File: config.mk
export PLATFORM = sky130hd
export DESIGN_NAME = bounce_box_gen
export DESIGN_NICKNAME = d
export VERILOG_FILES = /design/src/rtl/vga_pkg.sv /design/src/rtl/bounce_box_gen_if.sv /design/src/rtl/bounce_box_gen_render.sv /design/src/rtl/vsync_edge_det.sv /design/src/rtl/bounce_box_gen.sv
export SDC_FILE = /design/constraint.sdc
export NUM_CORES = 1
export LEC_CHECK = 0
export ABC_AREA = 1
export ABC_CLOCK_PERIOD_IN_PS = 1820
export BUFFER_PORTS_ARGS = -buffer_cell sky130_fd_sc_hd__buf_2
export CORE_MARGIN = 10
export CORE_UTILIZATION = 45
export CTS_CLUSTER_SIZE = 20
export DETAILED_ROUTE_END_ITERATION = 8
export HOLD_SLACK_MARGIN = 0.1
export MAX_ROUTING_LAYER = met4
export PLACE_DENSITY = 0.68
export SYNTH_ARGS = -nofsm -noshare
export SYNTH_HDL_FRONTEND = slang
export SYNTH_HIERARCHICAL = 1
export SYNTH_SLANG_ARGS = --single-unit
File: constraint.sdc
create_clock -name clk_i -period 1.82 [get_ports clk_i]
set_input_delay 0 -clock clk_i [delete_from_list [all_inputs] [get_ports clk_i]]
set_output_delay 0 -clock clk_i [all_outputs]
set_load 0.1 [all_outputs]
File: src/rtl/vga_pkg.sv
// Shared definitions for the bouncing-box pattern generator: colours,
// default resolution, FSM encoding and the per-axis move rule.
package vga_pkg;

  localparam int H_RES_DEF    = 640;
  localparam int V_RES_DEF    = 480;
  localparam int BOX_SIZE_DEF = 32;

  // All position arithmetic runs at this width so x+step can never wrap.
  localparam int POS_W = 11;

  localparam logic [2:0] BG_RGB  = 3'b001;
  localparam logic [2:0] BOX_RGB = 3'b110;

  typedef enum logic [1:0] {
    S_WAIT   = 2'd0,
    S_MOVE_X = 2'd1,
    S_MOVE_Y = 2'd2
  } state_e;

  typedef logic [POS_W-1:0] pos_t;

  typedef struct packed {
    pos_t pos;
    logic dir;
  } axis_t;

  // One step along an axis; dir=1 moves up-count, clamping and flipping at
  // either end so the box never leaves [0, lim].
  function automatic axis_t axis_step(pos_t pos, logic dir, pos_t step, pos_t lim);
    axis_t r;
    r.pos = pos;
    r.dir = dir;
    if (dir) begin
      if (pos + step >= lim) begin
        r.pos = lim;
        r.dir = 1'b0;
      end else begin
        r.pos = pos + step;
      end
    end else begin
      if (pos <= step) begin
        r.pos = '0;
        r.dir = 1'b1;
      end else begin
        r.pos = pos - step;
      end
    end
    return r;
  endfunction

  // Colour sequence used on bounces: increment, skipping black.
  function automatic logic [2:0] colour_next(logic [2:0] c);
    return (c == 3'b111) ? 3'b001 : c + 3'd1;
  endfunction

endpackage

File: src/rtl/bounce_box_gen_if.sv
// Pixel bus between the VGA timing driver and the pattern generator.
// The driver (master) supplies the scan position and vertical sync and
// receives the pixel colour back.
interface bounce_box_gen_if;
  logic [8:0] row;
  logic [9:0] column;
  logic       vsync;
  logic [2:0] rgb;

  modport master (output row, output column, output vsync, input rgb);
  modport slave  (input row, input column, input vsync, output rgb);
endinterface

File: src/rtl/bounce_box_gen_render.sv
// Pixel renderer: registers the colour for the current scan position,
// box colour inside the box square, background elsewhere.
module bounce_box_gen_render
  import vga_pkg::*;
#(
  parameter int BOX_SIZE = BOX_SIZE_DEF
) (
  input  logic                    clk_i,
  input  logic                    reset_i,
  bounce_box_gen_if.slave         pix,
  input  logic [9:0]              x_i,
  input  logic [8:0]              y_i,
  input  logic [2:0]              box_rgb_i
);

  localparam pos_t BOX_W = pos_t'(BOX_SIZE);

  pos_t       col_w;
  pos_t       row_w;
  pos_t       x_w;
  pos_t       y_w;
  logic       in_box;
  logic [2:0] rgb_d;
  logic [2:0] rgb_q;

  // Box hit test, widened so x+BOX_SIZE cannot wrap at the right edge.
  always_comb begin
    col_w  = pos_t'(pix.column);
    row_w  = pos_t'(pix.row);
    x_w    = pos_t'(x_i);
    y_w    = pos_t'(y_i);
    in_box = (col_w >= x_w) && (col_w < x_w + BOX_W) &&
             (row_w >= y_w) && (row_w < y_w + BOX_W);
    rgb_d  = in_box ? box_rgb_i : BG_RGB;
  end

  // Output colour register; black while in reset.
  always_ff @(posedge clk_i) begin
    if (reset_i) begin
      rgb_q <= 3'b000;
    end else begin
      rgb_q <= rgb_d;
    end
  end

  assign pix.rgb = rgb_q;

endmodule

File: src/rtl/vsync_edge_det.sv
// Falling-edge detector for the active-low vertical sync. The input is
// registered twice; both stages come out of reset high so the very first
// sample after reset can never look like a falling edge.
module vsync_edge_det (
  input  logic clk_i,
  input  logic reset_i,
  input  logic sig_i,
  output logic fall_o
);

  logic sig_q;
  logic sig_prev_q;

  // Sample the sync and keep the previous sample for edge comparison.
  always_ff @(posedge clk_i) begin
    if (reset_i) begin
      sig_q      <= 1'b1;
      sig_prev_q <= 1'b1;
    end else begin
      sig_q      <= sig_i;
      sig_prev_q <= sig_q;
    end
  end

  assign fall_o = sig_prev_q & ~sig_q;

endmodule

File: src/rtl/bounce_box_gen.sv
// Bouncing-box test pattern generator. Once per frame (vSync fall, unless
// paused) the box moves one or two pixels along x, then along y, reversing
// direction at the screen edges.
// Build option: COLOR_CYCLE_EN -- when defined, the box colour steps on
// every bounce; otherwise it stays at BOX_RGB.
//
// state    | meaning
// S_WAIT   | idle, waiting for a frame tick with pause low
// S_MOVE_X | apply one step to x/dx
// S_MOVE_Y | apply one step to y/dy, then back to idle
module bounce_box_gen
  import vga_pkg::*;
#(
  parameter int H_RES    = H_RES_DEF,
  parameter int V_RES    = V_RES_DEF,
  parameter int BOX_SIZE = BOX_SIZE_DEF
) (
  input  logic       clk_i,
  input  logic       reset_i,
  input  logic [8:0] row_i,
  input  logic [9:0] column_i,
  input  logic       vSync_i,
  input  logic       pause_i,
  input  logic       speed_i,
  output logic [2:0] rgb_o
);

  localparam pos_t X_MAX = pos_t'(H_RES - BOX_SIZE);
  localparam pos_t Y_MAX = pos_t'(V_RES - BOX_SIZE);

  bounce_box_gen_if pix_bus ();

  assign pix_bus.row    = row_i;
  assign pix_bus.column = column_i;
  assign pix_bus.vsync  = vSync_i;
  assign rgb_o          = pix_bus.rgb;

  logic frame_tick;

  vsync_edge_det u_vsync_edge (
    .clk_i   (clk_i),
    .reset_i (reset_i),
    .sig_i   (pix_bus.vsync),
    .fall_o  (frame_tick)
  );

  state_e     state_q, state_d;
  logic [9:0] x_q, x_d;
  logic [8:0] y_q, y_d;
  logic       dx_q, dx_d;
  logic       dy_q, dy_d;
  pos_t       step;
  axis_t      x_upd;
  axis_t      y_upd;
  logic [2:0] box_rgb;

  // Next-state logic: a frame tick is only honoured in S_WAIT, so ticks
  // arriving mid-move are dropped rather than queued.
  always_comb begin
    state_d = state_q;
    x_d     = x_q;
    y_d     = y_q;
    dx_d    = dx_q;
    dy_d    = dy_q;
    step    = speed_i ? pos_t'(2) : pos_t'(1);
    x_upd   = axis_step(pos_t'(x_q), dx_q, step, X_MAX);
    y_upd   = axis_step(pos_t'(y_q), dy_q, step, Y_MAX);
    unique case (state_q)
      S_WAIT: begin
        if (frame_tick && !pause_i) begin
          state_d = S_MOVE_X;
        end
      end
      S_MOVE_X: begin
        x_d     = 10'(x_upd.pos);
        dx_d    = x_upd.dir;
        state_d = S_MOVE_Y;
      end
      S_MOVE_Y: begin
        y_d     = 9'(y_upd.pos);
        dy_d    = y_upd.dir;
        state_d = S_WAIT;
      end
      default: state_d = S_WAIT;
    endcase
  end

  // State and position registers; reset wins over any move in progress.
  always_ff @(posedge clk_i) begin
    if (reset_i) begin
      state_q <= S_WAIT;
      x_q     <= '0;
      y_q     <= '0;
      dx_q    <= 1'b1;
      dy_q    <= 1'b1;
    end else begin
      state_q <= state_d;
      x_q     <= x_d;
      y_q     <= y_d;
      dx_q    <= dx_d;
      dy_q    <= dy_d;
    end
  end

`ifdef COLOR_CYCLE_EN
  logic [2:0] box_rgb_q, box_rgb_d;

  // Each move state can bounce once, so a corner hit steps the colour twice.
  always_comb begin
    box_rgb_d = box_rgb_q;
    if ((state_q == S_MOVE_X && x_upd.dir != dx_q) ||
        (state_q == S_MOVE_Y && y_upd.dir != dy_q)) begin
      box_rgb_d = colour_next(box_rgb_q);
    end
  end

  // Box colour register.
  always_ff @(posedge clk_i) begin
    if (reset_i) begin
      box_rgb_q <= BOX_RGB;
    end else begin
      box_rgb_q <= box_rgb_d;
    end
  end

  assign box_rgb = box_rgb_q;
`else
  assign box_rgb = BOX_RGB;
`endif

  bounce_box_gen_render #(
    .BOX_SIZE (BOX_SIZE)
  ) u_render (
    .clk_i     (clk_i),
    .reset_i   (reset_i),
    .pix       (pix_bus.slave),
    .x_i       (x_q),
    .y_i       (y_q),
    .box_rgb_i (box_rgb)
  );

endmodule

==> run summary, run 1 <==
Vias post-DR = 3367
Crit path setup slack, layout = -0.170 ns
Port-buffer cells = 26
Cell Pwr Density = 397 mW/mm2
Setup repair after global routing missed its margin = yes
Row Count = 30
FILL cells = 646
Setup crit end = x_q[4]
H-tree depth = 1
Post-DP Area = 0.00383 mm2
Main synth FF type = dfxtp_1
Detailed placer's ending HPWL = 6800 um
Global-route wire length before repair = 14500 um
FF-to-FF Start = x_q[0]
Final Cycle Share = 1.09
Most frequent cells in the layout = 126 x nand2_1, 87 x inv_1, 65 x buf_4
Worst Setup End Kind = flip-flop
Largest net degree at the start of global routing = 17
Ports = 27
Total power = 1.64 mW
Core box area = 0.00679 mm2
Hold WC Path Type = in -> reg
FF+latch area = 576 um2
R2R Setup Slk = -0.17 ns
Gate Count Post-Synth = 505
Vias in the first global route = 3413
Final hold violations = 0
Warnings, synthesis = 6
Worst Path Arrival = 2.21 ns
Total GRT Usage = 0.158
Antenna Cells = 0
Status = finished, violations left
Area Overhead vs Synth = 31.2%
Setup Skew = 0.00922 ns
Peak VDD IR = 262 uV
Seq/Total Area, Yosys = 0.177
Avg Inst Size Synth = 6.25 um2
Initial detailed-routing violation count = 49
Synth async-reset ratio = 0
Synth Cell Area = 0.00316 mm2
CTS tree = built
Post-synth EDFFs = 0
Final min period = 1.99 ns
Die Height = 104 um
Total CTS buffers = 3
Clk sinks = 28
WP data required = 2.04 ns
Clock root cell = clkbuf_8
Startpoint Class = flip-flop
Total grt overflow = 0
Initial DRT Pass Iterations = 4
Slew Viols, Final = 0
CP Class = reg -> reg
Final GP Congestion = 0.939
Critical path launch point = x_q[0]
Setup Viol. Count Final = 21
Commonest non-fill, non-tap cell in the layout = nand2_1
Final ANT Viol Nets = 0
Die area = 0.0108 mm2
Clock Tree Buf Depth = 2
Yosys cell types = 36
Worst Reg-to-Reg Cells = 14
Share of cells above drive strength 1 = 0.274
Area occupied by multi-input gates = 0.00234 mm2
Clk_lat worst skew = 0.29 ns
DRC errors left = 0
WL per Instance = 12.0 um
Total length of routed wires = 8310 um
Synth Register Bits = 28
Post-route cell area = 0.00414 mm2
Die Wd = 104 um
Pleak = 2.11 nW
Hold Crit Depth = 8
Crit path max fanout = 6
Max Freq = 0.502 GHz
Initial Util = 0.465
Number of max-cap violations = 0
Initial antenna violation count = 0
# nets final = 665
Reg2Reg Capture Point = x_q[4]
Clk slew on worst S/H paths = 0.11 ns
Vias/cell = 4.85
Failing checks = negative setup slack
[worst min path at each step]
| stage | start | endpoint |
|---|---|---|
| 4_1_cts | column_i[9] | u_render/pix.rgb[1] |
| 3_5_place_dp | pause_i | state_q[0] |
| 5_1_grt | pause_i | state_q[0] |
| 2_1_floorplan | reset_i | u_render/pix.rgb[0] |
| 6_report | column_i[9] | u_render/pix.rgb[0] |
| 3_3_place_gp | pause_i | state_q[0] |
[area by class of cell]
type	count	area share
Multi-Input combinational cell	375	0.564
Timing Repair Buffer	97	0.164
Sequential cell	28	0.139
Inverter	94	0.0867
Tap cell	96	0.0290
Clock buffer	3	0.00997
Clock inverter	1	0.00725
[layer usage]
layer / global-route usage / share of wire / vias up
met4: 0.0577 / 0.029 / 0
met2: 0.295 / 0.53 / 47
met5: - / 0 / -
li1: - / - / 1759
met1: 0.168 / 0.42 / 1543
met3: 0.0167 / 0.025 / 18
[state kept, by name, indices dropped and copies added (netlist names)]
| name | count |
|---|---|
| x_q | 10 |
| y_q | 9 |
| u_render/pix.rgb | 3 |
| state_q | 2 |
| dx_q | 1 |
| dy_q | 1 |
| u_vsync_edge/sig_prev_q | 1 |
| u_vsync_edge/sig_q | 1 |
[report_power, final]
| group | switching, mW | leakage (nW) | internal (mW) |
|---|---|---|---|
| clock network | 0.218 | 0.0357 | 0.295 |
| registers | 0.0132 | 0.232 | 0.625 |
| logic | 0.279 | 1.84 | 0.214 |
[critical path, cell delays in order, from the launching register on]
cell and delay (ns):
dfxtp_4 0.39, ha_4 0.13, inv_2 0.03, fa_2 0.40, nor2_4 0.12, nand2_1 0.06
nand2_1 0.08, nand2_2 0.06, nor2_2 0.07, nand2_1 0.06, nand2_2 0.08, nand2_2 0.07
nor2_4 0.15, nand2_1 0.09, a21oi_2 0.12
[cells by family (layout without fill, tap and decap cells)]
| family | Yosys count | after routing | share of synthesized area |
|---|---|---|---|
| other | 2 | 3 | 0.00238 |
| and+or+nand+nor | 243 | 243 | 0.337 |
| AOI/OAI and AO/OA | 66 | 66 | 0.122 |
| xor gates and xnor gates | 21 | 21 | 0.0582 |
| adders and majority gates | 42 | 42 | 0.176 |
| DFF | 28 | 28 | 0.177 |
| buffers and inverters | 103 | 195 | 0.128 |
[repair_timing]
action                                 CTS  global route
buffers inserted                         7             1
hold buffers                             4             0
endpoints found under the hold margin    6             0
pin swaps                                9             8
setup endpoints to repair               24            24
gates resized for setup                 27            19
[Yosys cell counts (all sizes together), types with 5 or more instances]
master  count  area share
xnor2       5       0.014
inv        94        0.11
nand2     141        0.18
a21oi      33       0.061
nand4       5       0.012
nor2       55       0.073
dfxtp      28        0.18
nand3      35       0.057
o21ai      22       0.036
xor2       16       0.044
ha         38        0.15
buf         5       0.011
[per-stage QoR]
stage,setup slack (ns),util,cells,hold slack [ns],setup TNS (ns)
finish,-0.170,0.610,694,0.379,-2.57
global route,-0.353,0.610,694,0.407,-5.92
CTS,-0.149,0.599,693,0.360,-2.13
detailed placement,-0.211,0.564,678,0.177,-3.38
global placement,-0.246,0.564,678,0.172,-2.83
floorplan,-0.0139,-,506,0.0691,-0.0786
No activity file was read; power rests on OpenSTA's default activity.
==> inputs of run 2 (changes only) <==
--- a/config.mk
+++ b/config.mk
@@ -8,7 +8,6 @@
 export ABC_AREA = 1
 export ABC_CLOCK_PERIOD_IN_PS = 1820
 export BUFFER_PORTS_ARGS = -buffer_cell sky130_fd_sc_hd__buf_2
-export CORE_MARGIN = 10
 export CORE_UTILIZATION = 45
 export CTS_CLUSTER_SIZE = 20
 export DETAILED_ROUTE_END_ITERATION = 8
==> run 2 against run 1 <==
The run still ends with negative setup slack left. Sequential power is essentially flat. First-iteration DRC count rose to 3.1 times the previous value. Worst hold slack got worse by 0.0077 ns. Critical path type unchanged.
==> run summary, run 2 (synthesis gave the netlist of run 1 again) <==
Total grt overflow = 0
Area Overhead vs Synth = 32.3%
Hold WC Path Type = in -> reg
Max stage delay on crit path = 0.40 ns
Total CTS buffers = 3
Antenna Cells = 0
Most flop-heavy register = x_q
Global-route wire length before repair = 13800 um
# nets final = 660
Post-DP Area = 0.00379 mm2
Slowest stage cell, crit path = fa_2
Failing checks = negative setup slack
Clk_lat worst skew = 0.29 ns
Detailed placer's ending HPWL = 6630 um
Pleak = 2.11 nW
Worst Setup End Kind = flip-flop
Initial DRT Pass Iterations = 4
Number of max-cap violations = 0
Max Freq = 0.503 GHz
Crit path buf inv count = 3
CTS tree = built
Initial Util = 0.465
Core box area = 0.00679 mm2
Crit path setup slack, layout = -0.166 ns
Final GP Congestion = 0.987
Clk sinks = 28
Die area = 0.00736 mm2
Final Cycle Share = 1.09
Ports = 27
Row Count = 30
Clk slew on worst S/H paths = 0.11 ns
DRC errors left = 0
Status = finished, violations left
Most frequent cells in the layout = 116 x nand2_1, 83 x inv_1, 61 x buf_4
Share of cells above drive strength 1 = 0.305
Ordered cell list for the critical path = ha_4, inv_2, fa_2, nor2_4, nand3_2, buf_4, buf_6, nor2_4, nand2_4, nand2_4, nand2_1, nand2_1, a21oi_2
Vias post-DR = 3410
Clock Tree Buf Depth = 2
Setup Skew = 0.0149 ns
Pre-CTS setup slack = -0.207 ns
Crit path max fanout = 4
Max reg flops = 10
Die Height = 85.8 um
Startpoint Class = flip-flop
Post-route cell area = 0.00418 mm2
Initial antenna violation count = 0
Cell Pwr Density = 399 mW/mm2
CP top delay family = simple AND/OR/NAND/NOR gates
H-tree depth = 1
Port-buffer cells = 26
Slew Viols, Final = 0
WL per Instance = 12.3 um
Initial detailed-routing violation count = 152
Non-Filler Instances = 689
Vias in the first global route = 3242
Final hold violations = 0
Worst Path Arrival = 2.17 ns
Commonest non-fill, non-tap cell in the layout = nand2_1
Final core occ = 0.615
Placed Cells = 673
Clock root cell = clkbuf_8
Final min period = 1.99 ns
Largest net degree at the start of global routing = 17
Die Wd = 85.8 um
Peak VDD IR = 418 uV
Final ANT Viol Nets = 0
Setup Viol. Count Final = 21
Vias/cell = 4.95
Total length of routed wires = 8470 um
FILL cells = 626
Total GRT Usage = 0.242
WP data required = 2.00 ns
Setup repair after global routing missed its margin = yes
CP Class = reg -> reg
## run 2: changes by cell type in the layout (fill, tap and decap cells not counted), sizes merged
cell / change
buf: -4
dlygate4sd3: -1
## run 2: where the power goes
group | internal, mW | switching [mW]
sequential | 0.626 | 0.0152
clock | 0.295 | 0.216
combinational | 0.219 | 0.295
total | 1.14 | 0.526
## run 2: final cells by class
class	instances	area [um2]	area share
Timing Repair Buffer	92	641	0.153
Tap cell	96	120	0.0287
Multi-Input combinational cell	375	2420	0.579
Sequential cell	28	572	0.137
Clock inverter	1	30.0	0.00719
Clock buffer	3	41.3	0.00988
Inverter	94	357	0.0853
## run 2: what timing repair did
action	in CTS	in global routing
gates cloned	0	0
gates resized for setup	28	46
endpoints found under the setup margin	24	24
pin swaps	8	23
endpoints found under the hold margin	4	0
setup buffers	5	4
hold buffers	3	0
## run 2: metrics by stage
stage / power, mW / setup TNS [ns] / hold WS, ns
floorplan: 0.953 / -0.0786 / 0.0691
global placement: 1.11 / -2.15 / 0.172
detailed placement: 1.12 / -3.43 / 0.176
CTS: 1.65 / -1.89 / 0.395
global route: 1.76 / -5.55 / 0.412
finish: 1.67 / -2.26 / 0.372
## run 2: metal layers
| metal | vias up | part of all wire | track usage | wire length [um] |
|---|---|---|---|---|
| met5 | - | 0 | - | 0 |
| met4 | 0 | 0.028 | 0.0879 | 238 |
| met3 | 20 | 0.030 | 0.0279 | 252 |
| met2 | 74 | 0.52 | 0.451 | 4420 |
| met1 | 1567 | 0.42 | 0.263 | 3560 |
| li1 | 1749 | - | - | - |
## run 2: worst register-to-register path, cell delays in order (launching register included)
cell	delay, ns
dfxtp_2	0.36
ha_4	0.13
inv_2	0.03
fa_2	0.40
nor2_4	0.13
nand3_2	0.09
buf_4	0.14
buf_6	0.11
nor2_4	0.11
nand2_4	0.08
nand2_4	0.08
nand2_1	0.08
nand2_1	0.09
a21oi_2	0.05
## run 2: final timing paths
kind,slack [ns],endpoint,from,cells after the start
max reg2reg,-0.17,x_q[0],x_q[0],13
max,-0.17,x_q[0],x_q[0],13
min reg2reg,0.45,state_q[0],state_q[1],1
min,0.37,u_render/pix.rgb[1],column_i[9],9
